===== config.mk =====
export PLATFORM = sky130hd
export DESIGN_NAME = bf_uart_loader
export DESIGN_NICKNAME = d
export VERILOG_FILES = /design/src/rtl/bf_pkg.sv /design/src/rtl/bf_uart_rx.sv /design/src/rtl/bf_uart_loader.sv
export SDC_FILE = /design/constraint.sdc
export NUM_CORES = 1
export LEC_CHECK = 0
export CAP_MARGIN = 20
export CELL_PAD_IN_SITES_DETAIL_PLACEMENT = 0
export CELL_PAD_IN_SITES_GLOBAL_PLACEMENT = 1
export CORE_MARGIN = 2
export CORE_UTILIZATION = 45
export DETAILED_ROUTE_END_ITERATION = 10
export DONT_BUFFER_PORTS = 1
export GPL_TIMING_DRIVEN = 0
export PLACE_DENSITY_LB_ADDON = 0.1
export RECOVER_POWER = 100
export SLEW_MARGIN = 25
export SYNTH_ARGS = -nofsm -noshare
export SYNTH_HDL_FRONTEND = slang
export SYNTH_HIERARCHICAL = 1
export SYNTH_SLANG_ARGS = --single-unit

===== constraint.sdc =====
create_clock -name clk -period 4.3 [get_ports clk]
set_clock_uncertainty 0.05 [all_clocks]
set_input_delay 0.86 -clock clk [delete_from_list [all_inputs] [get_ports clk]]
set_output_delay 0.86 -clock clk [all_outputs]
set_load 0.05 [all_outputs]

===== src/rtl/bf_pkg.sv =====
// bf_pkg -- shared definitions for the brainfuck machine.
//   Opcode byte constants (used by the loader and the CPU core), the loader
//   FSM state type, and an opcode membership helper.
package bf_pkg;

   localparam logic [7:0] OP_INC    = 8'h2B;  // '+'
   localparam logic [7:0] OP_DEC    = 8'h2D;  // '-'
   localparam logic [7:0] OP_LEFT   = 8'h3C;  // '<'
   localparam logic [7:0] OP_RIGHT  = 8'h3E;  // '>'
   localparam logic [7:0] OP_OPEN   = 8'h5B;  // '['
   localparam logic [7:0] OP_CLOSE  = 8'h5D;  // ']'
   localparam logic [7:0] OP_OUT    = 8'h2E;  // '.'
   localparam logic [7:0] OP_IN     = 8'h2C;  // ','
   localparam logic [7:0] OP_TERM   = 8'h00;  // end-of-program marker on the wire

   typedef enum logic [2:0] {
      S_IDLE,
      S_RECV,
      S_PAD,
      S_DONE,
      S_ERR
   } state_t;

   function automatic logic is_opcode(input logic [7:0] b);
      return (b == OP_INC)  || (b == OP_DEC)   || (b == OP_LEFT) ||
             (b == OP_RIGHT)|| (b == OP_OPEN)  || (b == OP_CLOSE)||
             (b == OP_OUT)  || (b == OP_IN);
   endfunction

endpackage


===== src/rtl/bf_uart_rx.sv =====
// bf_uart_rx -- 8N1 UART receiver with built-in 2-flop synchronizer.
//   clk        system clock (rising edge)
//   resetn     asynchronous active-low reset
//   rx         raw asynchronous serial line, idles high
//   byte_valid one-cycle pulse: byte_data holds a byte whose stop bit was 1
//   byte_data  received byte
//   frame_err  one-cycle pulse: a frame ended with a stop bit of 0
module bf_uart_rx #(
   parameter int CLKS_PER_BIT = 104
) (
   input  logic       clk,
   input  logic       resetn,
   input  logic       rx,
   output logic       byte_valid,
   output logic [7:0] byte_data,
   output logic       frame_err
);

   localparam int CW = $clog2(CLKS_PER_BIT + 1);
   localparam logic [CW-1:0] FULL_BIT = CW'(CLKS_PER_BIT - 1);
   localparam logic [CW-1:0] HALF_BIT = CW'(CLKS_PER_BIT / 2 - 1);

   typedef enum logic [1:0] {R_IDLE, R_START, R_DATA, R_STOP} rx_state_t;

   rx_state_t     rstate;
   logic          rx_meta, rx_sync, rx_prev;
   logic [CW-1:0] cnt;
   logic [2:0]    bit_idx;
   logic [7:0]    shreg;

   // NOTE: all state uses non-blocking assignments so every flop samples
   // pre-edge values regardless of statement order.
   always_ff @(posedge clk or negedge resetn) begin
      if (!resetn) begin
         rx_meta    <= 1'b1;
         rx_sync    <= 1'b1;
         rx_prev    <= 1'b1;
         rstate     <= R_IDLE;
         cnt        <= '0;
         bit_idx    <= '0;
         shreg      <= '0;
         byte_valid <= 1'b0;
         byte_data  <= '0;
         frame_err  <= 1'b0;
      end else begin
         rx_meta    <= rx;
         rx_sync    <= rx_meta;
         rx_prev    <= rx_sync;
         byte_valid <= 1'b0;
         frame_err  <= 1'b0;
         cnt        <= cnt + CW'(1);
         case (rstate)
            R_IDLE: begin
               // Only a high-to-low transition starts a frame, so a line
               // stuck low after a bad frame does not retrigger.
               if (rx_prev && !rx_sync) begin
                  rstate <= R_START;
                  cnt    <= '0;
               end
            end
            R_START: begin
               if (cnt == HALF_BIT) begin
                  cnt     <= '0;
                  bit_idx <= '0;
                  rstate  <= rx_sync ? R_IDLE : R_DATA;
               end
            end
            R_DATA: begin
               if (cnt == FULL_BIT) begin
                  cnt     <= '0;
                  shreg   <= {rx_sync, shreg[7:1]};
                  bit_idx <= bit_idx + 3'd1;
                  if (bit_idx == 3'd7) rstate <= R_STOP;
               end
            end
            R_STOP: begin
               if (cnt == FULL_BIT) begin
                  rstate <= R_IDLE;
                  if (rx_sync) begin
                     byte_valid <= 1'b1;
                     byte_data  <= shreg;
                  end else begin
                     frame_err  <= 1'b1;
                  end
               end
            end
            default: rstate <= R_IDLE;
         endcase
      end
   end

endmodule


===== src/rtl/bf_uart_loader.sv =====
// bf_uart_loader -- loads a brainfuck program image over UART into program
// memory, filtering non-opcode bytes, checking bracket balance, and padding
// the remainder of memory with zeros after the 0x00 terminator.
//   clk, resetn   clock (rising edge), async active-low reset
//   load_req      one-cycle pulse: start or restart a load
//   rx            asynchronous UART line, 8N1
//   prog_we       program memory write strobe (one cycle per write)
//   prog_addr     program memory write address
//   prog_wr       program memory write data
//   loaded        program image complete and valid
//   load_err      sticky error flag, cleared by the next load_req
module bf_uart_loader
   import bf_pkg::*;
#(
   parameter int CLK_HZ          = 12000000,
   parameter int BAUD            = 115200,
   parameter int PROG_ADDR_WIDTH = 14,
   parameter int PROG_LEN        = 16383
) (
   input  logic                       clk,
   input  logic                       resetn,
   input  logic                       load_req,
   input  logic                       rx,
   output logic                       prog_we,
   output logic [PROG_ADDR_WIDTH-1:0] prog_addr,
   output logic [7:0]                 prog_wr,
   output logic                       loaded,
   output logic                       load_err
);

   localparam int CLKS_PER_BIT = CLK_HZ / BAUD;
   localparam int AW = PROG_ADDR_WIDTH;
   localparam logic [AW-1:0] LAST_ADDR = AW'(PROG_LEN - 1);

   logic          byte_valid, frame_err;
   logic [7:0]    byte_data;
   state_t        state;
   logic [AW-1:0] wp, depth;
   // Set by the write of LAST_ADDR; avoids needing wp to hold PROG_LEN,
   // which may not fit in AW bits.
   logic          full;

   bf_uart_rx #(.CLKS_PER_BIT(CLKS_PER_BIT)) u_rx (
      .clk        (clk),
      .resetn     (resetn),
      .rx         (rx),
      .byte_valid (byte_valid),
      .byte_data  (byte_data),
      .frame_err  (frame_err)
   );

   always_ff @(posedge clk or negedge resetn) begin
      if (!resetn) begin
         state     <= S_IDLE;
         wp        <= '0;
         depth     <= '0;
         full      <= 1'b0;
         prog_we   <= 1'b0;
         prog_addr <= '0;
         prog_wr   <= '0;
         loaded    <= 1'b0;
         load_err  <= 1'b0;
      end else begin
         prog_we <= 1'b0;
         if (load_req) begin
            // Restart wins over any byte or pad write due this cycle.
            state    <= S_RECV;
            wp       <= '0;
            depth    <= '0;
            full     <= 1'b0;
            loaded   <= 1'b0;
            load_err <= 1'b0;
         end else begin
            case (state)
               S_RECV: begin
                  if (full) begin
                     // Last location was written in the previous cycle.
                     if (depth == '0) begin
                        state  <= S_DONE;
                        loaded <= 1'b1;
                     end else begin
                        state    <= S_ERR;
                        load_err <= 1'b1;
                     end
                  end else if (frame_err) begin
                     state    <= S_ERR;
                     load_err <= 1'b1;
                  end else if (byte_valid) begin
                     if (byte_data == OP_TERM) begin
                        if (depth == '0) begin
                           state <= S_PAD;
                        end else begin
                           state    <= S_ERR;
                           load_err <= 1'b1;
                        end
                     end else if (is_opcode(byte_data)) begin
                        if (byte_data == OP_CLOSE && depth == '0) begin
                           state    <= S_ERR;
                           load_err <= 1'b1;
                        end else begin
                           prog_we   <= 1'b1;
                           prog_addr <= wp;
                           prog_wr   <= byte_data;
                           wp        <= wp + AW'(1);
                           if (wp == LAST_ADDR) full <= 1'b1;
                           if (byte_data == OP_OPEN)       depth <= depth + AW'(1);
                           else if (byte_data == OP_CLOSE) depth <= depth - AW'(1);
                        end
                     end
                  end
               end
               S_PAD: begin
                  if (full) begin
                     state  <= S_DONE;
                     loaded <= 1'b1;
                  end else begin
                     prog_we   <= 1'b1;
                     prog_addr <= wp;
                     prog_wr   <= 8'h00;
                     wp        <= wp + AW'(1);
                     if (wp == LAST_ADDR) full <= 1'b1;
                  end
               end
               default: ;  // S_IDLE, S_DONE, S_ERR wait for load_req
            endcase
         end
      end
   end

endmodule


; ---- Word-level counts from Yosys, hierarchy flattened
; Index checks and enable logic that the tools add are counted.
[word_totals]
word_cells = 203
output_inout_bits = 25
regBits = 90
in_bits = 4
[op_classes]
bitwise_logic = 1
n_addsub = 5
eq_ne = 46
n_reduce_logical = 33
mux = 99
[op_table]
columns = op, n
row1 = 14-bit 2-to-1 mux, 25
row2 = 8-bit 2-to-1 mux, 7
row3 = 14-bit case mux with 2 select lines, 2
row4 = 8-bit by 6-bit equality test with 1-bit output (second input constant), 6
row5 = 1-bit 2-to-1 mux, 36
row6 = 3-bit 2-to-1 mux, 12
row7 = 14-bit by 1-bit adder with 14-bit output (second input constant), 2
row8 = 3-bit inequality test (second input constant), 9
row9 = 7-bit 2-to-1 mux, 3
row10 = 7-bit case mux with 3 select lines, 1
row11 = 2-bit inequality test (second input constant), 10
row12 = 8-bit by 7-bit equality test with 1-bit output (second input constant), 2
row13 = 8-bit case mux with 2 select lines, 1
row14 = 8-bit AND reduction, 2
row15 = 14-bit equality test (second input constant), 1
row16 = 14-bit logical NOT, 1
row17 = 14-bit by 1-bit subtractor with 14-bit output (second input constant), 1
row18 = 2-bit 2-to-1 mux, 6
row19 = 2-bit by 1-bit inequality test with 1-bit output (second input constant), 6
row20 = 6-bit by 5-bit inequality test with 1-bit output (second input constant), 2
row21 = 3-bit case mux with 2 select lines, 2
row22 = 5-bit AND reduction, 2
row23 = 2-bit nonzero test, 5
row24 = 5-bit nonzero test, 2
row25 = 25 further kinds, 38

; ---- Longest topological paths before layout
[logic_depth]
depth_word = 15
mapped_depth = 12
depth_no_buf = 12

; ---- Hierarchy
; The synthesis kept the hierarchy.
[by_module_without_submodules]
columns = module, n_inst, cells_per_inst, area_each_um2, seq_area_each_um2
row1 = bf_uart_loader, 1, 335, 3314.4, 1426.4
row2 = bf_uart_rx, 1, 113, 1477.7, 829.5

; ---- Least setup slack after synthesis
; Ideal clock, no wire load.
[synth_timing]
path_kind = reg-to-reg
start = reg u_rx.byte_data[5]
end = reg depth[13]
path_stages_with_launch = 12
path_slack_ns = 1.064
path_buffers = 0
required_time_ns = 4.125
period_less_slack_ns = 3.236
arrival_ns = 3.062
setup_time_ns = 0.125
path_cell_list = dfrtp_1 -> or2_1 -> nor2_1 -> nand3_1 -> ha_1 -> a21o_1 -> a21oi_1 -> nand3_1 -> a31o_2 -> a31oi_1 -> mux2i_1 -> mux2_2
[synth_via]
elab_chain_cells = 10
elab_cells_between_ends = 31
cone_classes = eq/ne (10) / mux (9) / reduce/logical (12)
[synth_rtl]
columns = item, line
row1 = start: declaration, bf_uart_rx.sv:15  ; output logic [7:0] byte_data,
row2 = start signal: assignment, bf_uart_rx.sv:81  ; byte_data <= shreg;
row3 = 8-bit by 7-bit equality test with 1-bit output or 8-bit by 6-bit equality test with 1-bit output (tied branches), "bf_pkg.sv:26, bf_uart_loader.sv:106, bf_pkg.sv:25"
row4 = 14-bit 2-to-1 mux or 1-bit logical OR (tied branches), "bf_uart_loader.sv:106, bf_pkg.sv:25"
row5 = 14-bit 2-to-1 mux or 1-bit logical OR (tied branches), "bf_uart_loader.sv:97, bf_pkg.sv:25"
row6 = 14-bit 2-to-1 mux or 1-bit logical OR (tied branches), "bf_uart_loader.sv:96, bf_pkg.sv:25"
row7 = 14-bit 2-to-1 mux or 1-bit logical OR (tied branches), "bf_uart_loader.sv:89, bf_pkg.sv:26"
row8 = 14-bit 2-to-1 mux or 1-bit logical OR (tied branches), "bf_uart_loader.sv:88, bf_pkg.sv:26"
row9 = 14-bit 2-to-1 mux or 1-bit logical OR (tied branches), "bf_uart_loader.sv:85, bf_pkg.sv:26"
row10 = 14-bit 2-to-1 mux or 1-bit logical OR (tied branches), "bf_uart_loader.sv:76, bf_pkg.sv:27"
row11 = 14-bit 2-to-1 mux or 2-bit nonzero test (tied branches), --
row12 = 14-bit 2-to-1 mux or 8-bit AND reduction (tied branches), --
row13 = end signal: assignment, bf_uart_loader.sv:106  ; if (byte_data == OP_OPEN) depth <= depth + AW'(1);
row14 = end signal: assignment, bf_uart_loader.sv:107  ; else if (byte_data == OP_CLOSE) depth <= depth - AW'(1);
row15 = end: declaration, bf_uart_loader.sv:38  ; logic [AW-1:0] wp, depth;
; Parallel ways exist; a longest one is shown, timed or not. The select of a mux whose other input is x is not followed.
; A chain may end at the register's enable or synchronous reset.

; ---- Final worst setup path
; Ends and elaborated chain as after synthesis.

==> impl_results.html <==
<table>
<tr><th>Metric</th><th>Value</th></tr>
<tr><th colspan="2">Clock network</th></tr>
<tr><td>Cell at the root of the clock tree</td><td>clkbuf_8</td></tr>
<tr><td>Number of buffers on the longest clock path</td><td>2</td></tr>
<tr><td>Clock sink count</td><td>90</td></tr>
<tr><td>Hold bufs inserted after CTS</td><td>0</td></tr>
<tr><td>Number of H-tree levels</td><td>3</td></tr>
<tr><td>Register clock-pin slew on the reported worst setup and hold paths</td><td>0.10 ns</td></tr>
<tr><td>Number of clock buffers inserted by TritonCTS</td><td>9</td></tr>
<tr><td>Count of instances resized after the clock tree is built</td><td>0</td></tr>
<tr><td>CTS tree</td><td>done</td></tr>
<tr><td>Buffers inserted during post-CTS setup optimization</td><td>0</td></tr>
<tr><td>Clock latency of the later-clocked register in the worst-skew pair</td><td>0.37 ns</td></tr>
<tr><th colspan="2">Yosys</th></tr>
<tr><td>Leading cell types by total area after synthesis</td><td>dfrtp_1, mux2_2, ha_1, nor2_1, mux2_4</td></tr>
<tr><td>Count of cell types in the netlist</td><td>61</td></tr>
<tr><td>Library cell with the largest summed area after synthesis</td><td>dfrtp_1</td></tr>
<tr><td>Synth cell count leaders</td><td>dfrtp_1, nor2_1, nand2_1</td></tr>
<tr><td>Syn Std Cell Area</td><td>4792 sq um</td></tr>
<tr><td>Number of flops mapped to enable cells by yosys</td><td>0</td></tr>
<tr><td>Number of nets produced by synthesis</td><td>470</td></tr>
<tr><td>Number of warnings reported in the yosys synthesis log</td><td>6</td></tr>
<tr><td>Dominant synthesized flop cell</td><td>dfrtp_1</td></tr>
<tr><td>Proportion of register bits with asynchronous set or reset after synthesis</td><td>100.0%</td></tr>
<tr><td>Synthesized flop and latch total</td><td>90</td></tr>
<tr><td>Synthesized area per cell</td><td>10.70 sq um</td></tr>
<tr><td>Sequential element share of the synthesized area</td><td>47.08%</td></tr>
<tr><td>Post-synthesis cell count</td><td>448</td></tr>
<tr><td>Most frequently used cell type in the post-synthesis netlist</td><td>dfrtp_1</td></tr>
<tr><td>Fraction of post-synthesis cell area in the top cell type by area</td><td>45.43%</td></tr>
<tr><th colspan="2">Job</th></tr>
<tr><td>Max-cap violations</td><td>1</td></tr>
<tr><th colspan="2">GRT</th></tr>
<tr><td>Initial antenna violation count</td><td>0</td></tr>
<tr><td>Global-route wire length before repair</td><td>16930 um</td></tr>
<tr><td>Via count of the first global-routing pass</td><td>3399</td></tr>
<tr><td>Overall fraction of global-route tracks in use</td><td>18.72%</td></tr>
<tr><td>Global route total overflow</td><td>0</td></tr>
<tr><td>Pin count of the biggest net entering global routing</td><td>91</td></tr>
<tr><th colspan="2">Routing</th></tr>
<tr><td>1st-iter DRT viols</td><td>128</td></tr>
<tr><td>Total number of vias</td><td>3332</td></tr>
<tr><td>Final ANT Viol Nets</td><td>0</td></tr>
<tr><td>Number of remaining DRC errors</td><td>0</td></tr>
<tr><td>Total iterations of the first detailed-routing run</td><td>4</td></tr>
<tr><td>Detail-routed via count per cell</td><td>5.553</td></tr>
<tr><td>Total wire length</td><td>9898 um</td></tr>
<tr><td>Average wire per cell in the routed design</td><td>16.50 um</td></tr>
<tr><th colspan="2">Worst setup path</th></tr>
<tr><td>Category of the worst setup path launch point</td><td>flip-flop</td></tr>
<tr><td>Reg2Reg Capture Point</td><td>depth[13]</td></tr>
<tr><td>Worst-case register-to-register setup slack</td><td>0.44 ns</td></tr>
<tr><td>Most frequent cell on the critical path</td><td>nand3_1</td></tr>
<tr><td>Largest fanout on the critical path</td><td>14</td></tr>
<tr><td>Ordered list of cells on the worst path</td><td>or2_0 &gt; nor2_1 &gt; nand3_1 &gt; ha_1 &gt; a21o_1 &gt; a21oi_1 &gt; nand3_1 &gt; a31o_2 &gt; a31oi_1 &gt; mux2i_1 &gt; mux2_2</td></tr>
<tr><td>Reg2reg path depth</td><td>11</td></tr>
<tr><td>Slowest stage cell, crit path</td><td>ha_1</td></tr>
<tr><td>Crit path capture type</td><td>flip-flop</td></tr>
<tr><td>Peak per-stage delay on the critical path</td><td>0.57 ns</td></tr>
<tr><td>Type of the worst setup path</td><td>reg -&gt; reg</td></tr>
<tr><td>Required time of the worst setup path</td><td>4.51 ns</td></tr>
<tr><td>Reg-to-reg critical path startpoint</td><td>u_rx/byte_data[5]</td></tr>
<tr><td>Data arrival time of the worst path</td><td>4.08 ns</td></tr>
<tr><th colspan="2">STA</th></tr>
<tr><td>Number of hold-slack violations in the final timing report</td><td>0</td></tr>
<tr><td>Share of the clock period used by the worst path after layout</td><td>89.86%</td></tr>
<tr><td>Hold Worst Slack</td><td>0.1207 ns</td></tr>
<tr><td>Slew headroom</td><td>-14.05%</td></tr>
<tr><td>Setup violators final</td><td>0</td></tr>
<tr><td>Aggregate negative setup slack</td><td>0 ns</td></tr>
<tr><td>Slew at the pin closest to its max-slew limit</td><td>1.695 ns</td></tr>
<tr><td>Unrepaired setup endpoints after global routing</td><td>no</td></tr>
<tr><td>Final critical path time including I/O delays and setup</td><td>3.864 ns</td></tr>
<tr><td>Max-slew violation count</td><td>10</td></tr>
<tr><td>Max frequency</td><td>258.8 MHz</td></tr>
<tr><th colspan="2">Die</th></tr>
<tr><td>Die boundary height</td><td>107.2 um</td></tr>
<tr><td>Top-level port count</td><td>29</td></tr>
<tr><td>Core outline area</td><td>10320 sq um</td></tr>
<tr><td>Die X</td><td>107.2 um</td></tr>
<tr><td>Die Outline Area</td><td>11490 sq um</td></tr>
<tr><td>Initial core utilization</td><td>46.42%</td></tr>
<tr><td>Number of placement rows</td><td>37</td></tr>
<tr><th colspan="2">Pwr</th></tr>
<tr><td>Peak ir drop on the vdd network</td><td>0.2540 mV</td></tr>
<tr><td>Sequential share of power</td><td>54.7%</td></tr>
<tr><td>Final Total Pwr</td><td>2.125 mW</td></tr>
<tr><td>Sw Pwr</td><td>761.0 uW</td></tr>
<tr><td>Clock group share of total power</td><td>29.3%</td></tr>
<tr><td>Standby leakage power</td><td>2.307 nW</td></tr>
<tr><td>Net switching share of the total power</td><td>35.82%</td></tr>
<tr><td>Power Internal</td><td>1.364 mW</td></tr>
<tr><td>PwrDens</td><td>424.0 nW/um^2</td></tr>
<tr><td>Combinational Power Share</td><td>16.0%</td></tr>
<tr><th colspan="2">Finish</th></tr>
<tr><td>Growth of design area from synthesis to finish</td><td>4.569%</td></tr>
<tr><td>Number of non-filler instances in the completed layout</td><td>600</td></tr>
<tr><td>Inserted Diodes</td><td>0</td></tr>
<tr><td>Fraction of layout cells with a size suffix above 1</td><td>9.267%</td></tr>
<tr><td>Nets@finish</td><td>481</td></tr>
<tr><td>Fin area</td><td>5011 sq um</td></tr>
<tr><th colspan="2">Placed design</th></tr>
<tr><td>Detail Placement HPWL</td><td>6847 um</td></tr>
<tr><td>Port Buffer Count</td><td>0</td></tr>
<tr><td>Final estimated routing congestion in global placement</td><td>0.7971</td></tr>
<tr><td>Total placed cells including tap cells</td><td>584</td></tr>
<tr><td>Placed inst area</td><td>4962 sq um</td></tr>
<tr><th colspan="2">Run status</th></tr>
<tr><td>Violated checks</td><td>capacitance limit, slew limit</td></tr>
<tr><td>Outcome</td><td>finished with violations</td></tr>
<tr><th colspan="2">Hold path</th></tr>
<tr><td>Path category of the worst min-delay check</td><td>in -&gt; async</td></tr>
</table>
## flip-flops by register name (all words and copies together), names as in the netlist, named ones only
signal           count
prog_wr              8
u_rx/rx_sync         1
prog_addr           14
wp                  14
prog_we              1
state                3
u_rx/frame_err       1
u_rx/shreg           8
u_rx/byte_valid      1
u_rx/byte_data       8
u_rx/rstate          1
load_err             1
loaded               1
u_rx/bit_idx         3
depth               14
u_rx/rx_prev         1
u_rx/cnt             7
u_rx/rx_meta         1
full                 1
## per-layer routing
| metal | part of all wire, % | global-route usage, % | wire [um] | up-vias |
|---|---|---|---|---|
| met5 | 0 | 0 | 0 | - |
| met4 | 2.1 | 7.885 | 210 | 0 |
| met3 | 2.8 | 3.830 | 277 | 16 |
| met2 | 46 | 29.07 | 4518 | 46 |
| met1 | 49 | 25.43 | 4892 | 1635 |
| li1 | - | - | - | 1635 |
## critical path: cells and delay by family (launching register included)
kind                     cells  cell delay (ns)
AO/OA/AOI/OAI                4             0.92
adder cells (fa/ha/maj)      1             0.57
flip-flops                   1             0.42
multiplexers                 2             0.57
AND/OR/NAND/NOR              4             1.22
## cells in the final DEF, fill, tap and decap left out, drive strengths merged, types with 4 or more instances in the layout
cell and n:
a211oi 6, or4 4, dfrtp 87, nand2 35, mux2 29, inv 21, a21oi 24, ha 17
nor2b 5, xor2 5, mux2i 8, o21ai 21, a2111oi 10, xnor2 16, nor3 5, nor2 47
o211ai 10, nor4 6, a21o 7, nand3 12, or3 6, clkbuf 26
## power by group through the flow
stage | combinational [mW] | sequential (mW) | clock (mW)
3_3_place_gp | 0.361 | 1.18 | 0
3_5_place_dp | 0.368 | 1.18 | 0
6_report | 0.340 | 1.16 | 0.623
2_1_floorplan | 0.298 | 1.16 | 0
5_1_grt | 0.389 | 1.18 | 0.673
4_1_cts | 0.370 | 1.17 | 0.645
## how the worst max path moves through the flow
stage	from	endpoint	slack [ns]	cells past startpoint
3_3_place_gp	u_rx/byte_data[5]	depth[13]	0.52	11
5_1_grt	u_rx/byte_data[5]	depth[13]	0.18	11
4_1_cts	u_rx/byte_data[5]	depth[13]	0.49	11
2_1_floorplan	u_rx/byte_data[5]	depth[13]	1.06	11
6_report	u_rx/byte_data[5]	depth[13]	0.44	11
3_5_place_dp	u_rx/byte_data[5]	depth[13]	0.52	11
## cells by family (layout without fill, tap and decap cells)
family / after synthesis / in the layout / share of synthesized area [%]
and+or+nand+nor: 146 / 146 / 16.45
AOI/OAI and AO/OA: 99 / 99 / 15.12
DFF: 90 / 90 / 47.08
muxes: 37 / 37 / 9.269
buffers and inverters: 37 / 53 / 3.394
xor gates and xnor gates: 21 / 21 / 3.838
adders and majority gates: 18 / 18 / 4.856
## per-stage QoR
| step | setup slack (ns) | utilization, % |
|---|---|---|
| 2_1_floorplan | 1.064 | - |
| 3_5_place_dp | 0.5194 | 48.07 |
| 3_3_place_gp | 0.5174 | 48.07 |
| 5_1_grt | 0.1835 | 48.54 |
| 4_1_cts | 0.4850 | 50.09 |
| 6_report | 0.4359 | 48.54 |
## area by class of cell
type	instances	area [sq um]
clock buffers	10	137.6
fillers	963	5313
multi-input cells	321	2236
clock inverters	6	71.32
inverters	18	67.56
well taps	136	170.2
plain buffers	19	72.57
flip-flops and latches	90	2256
Power figures use the tool's default switching activity.
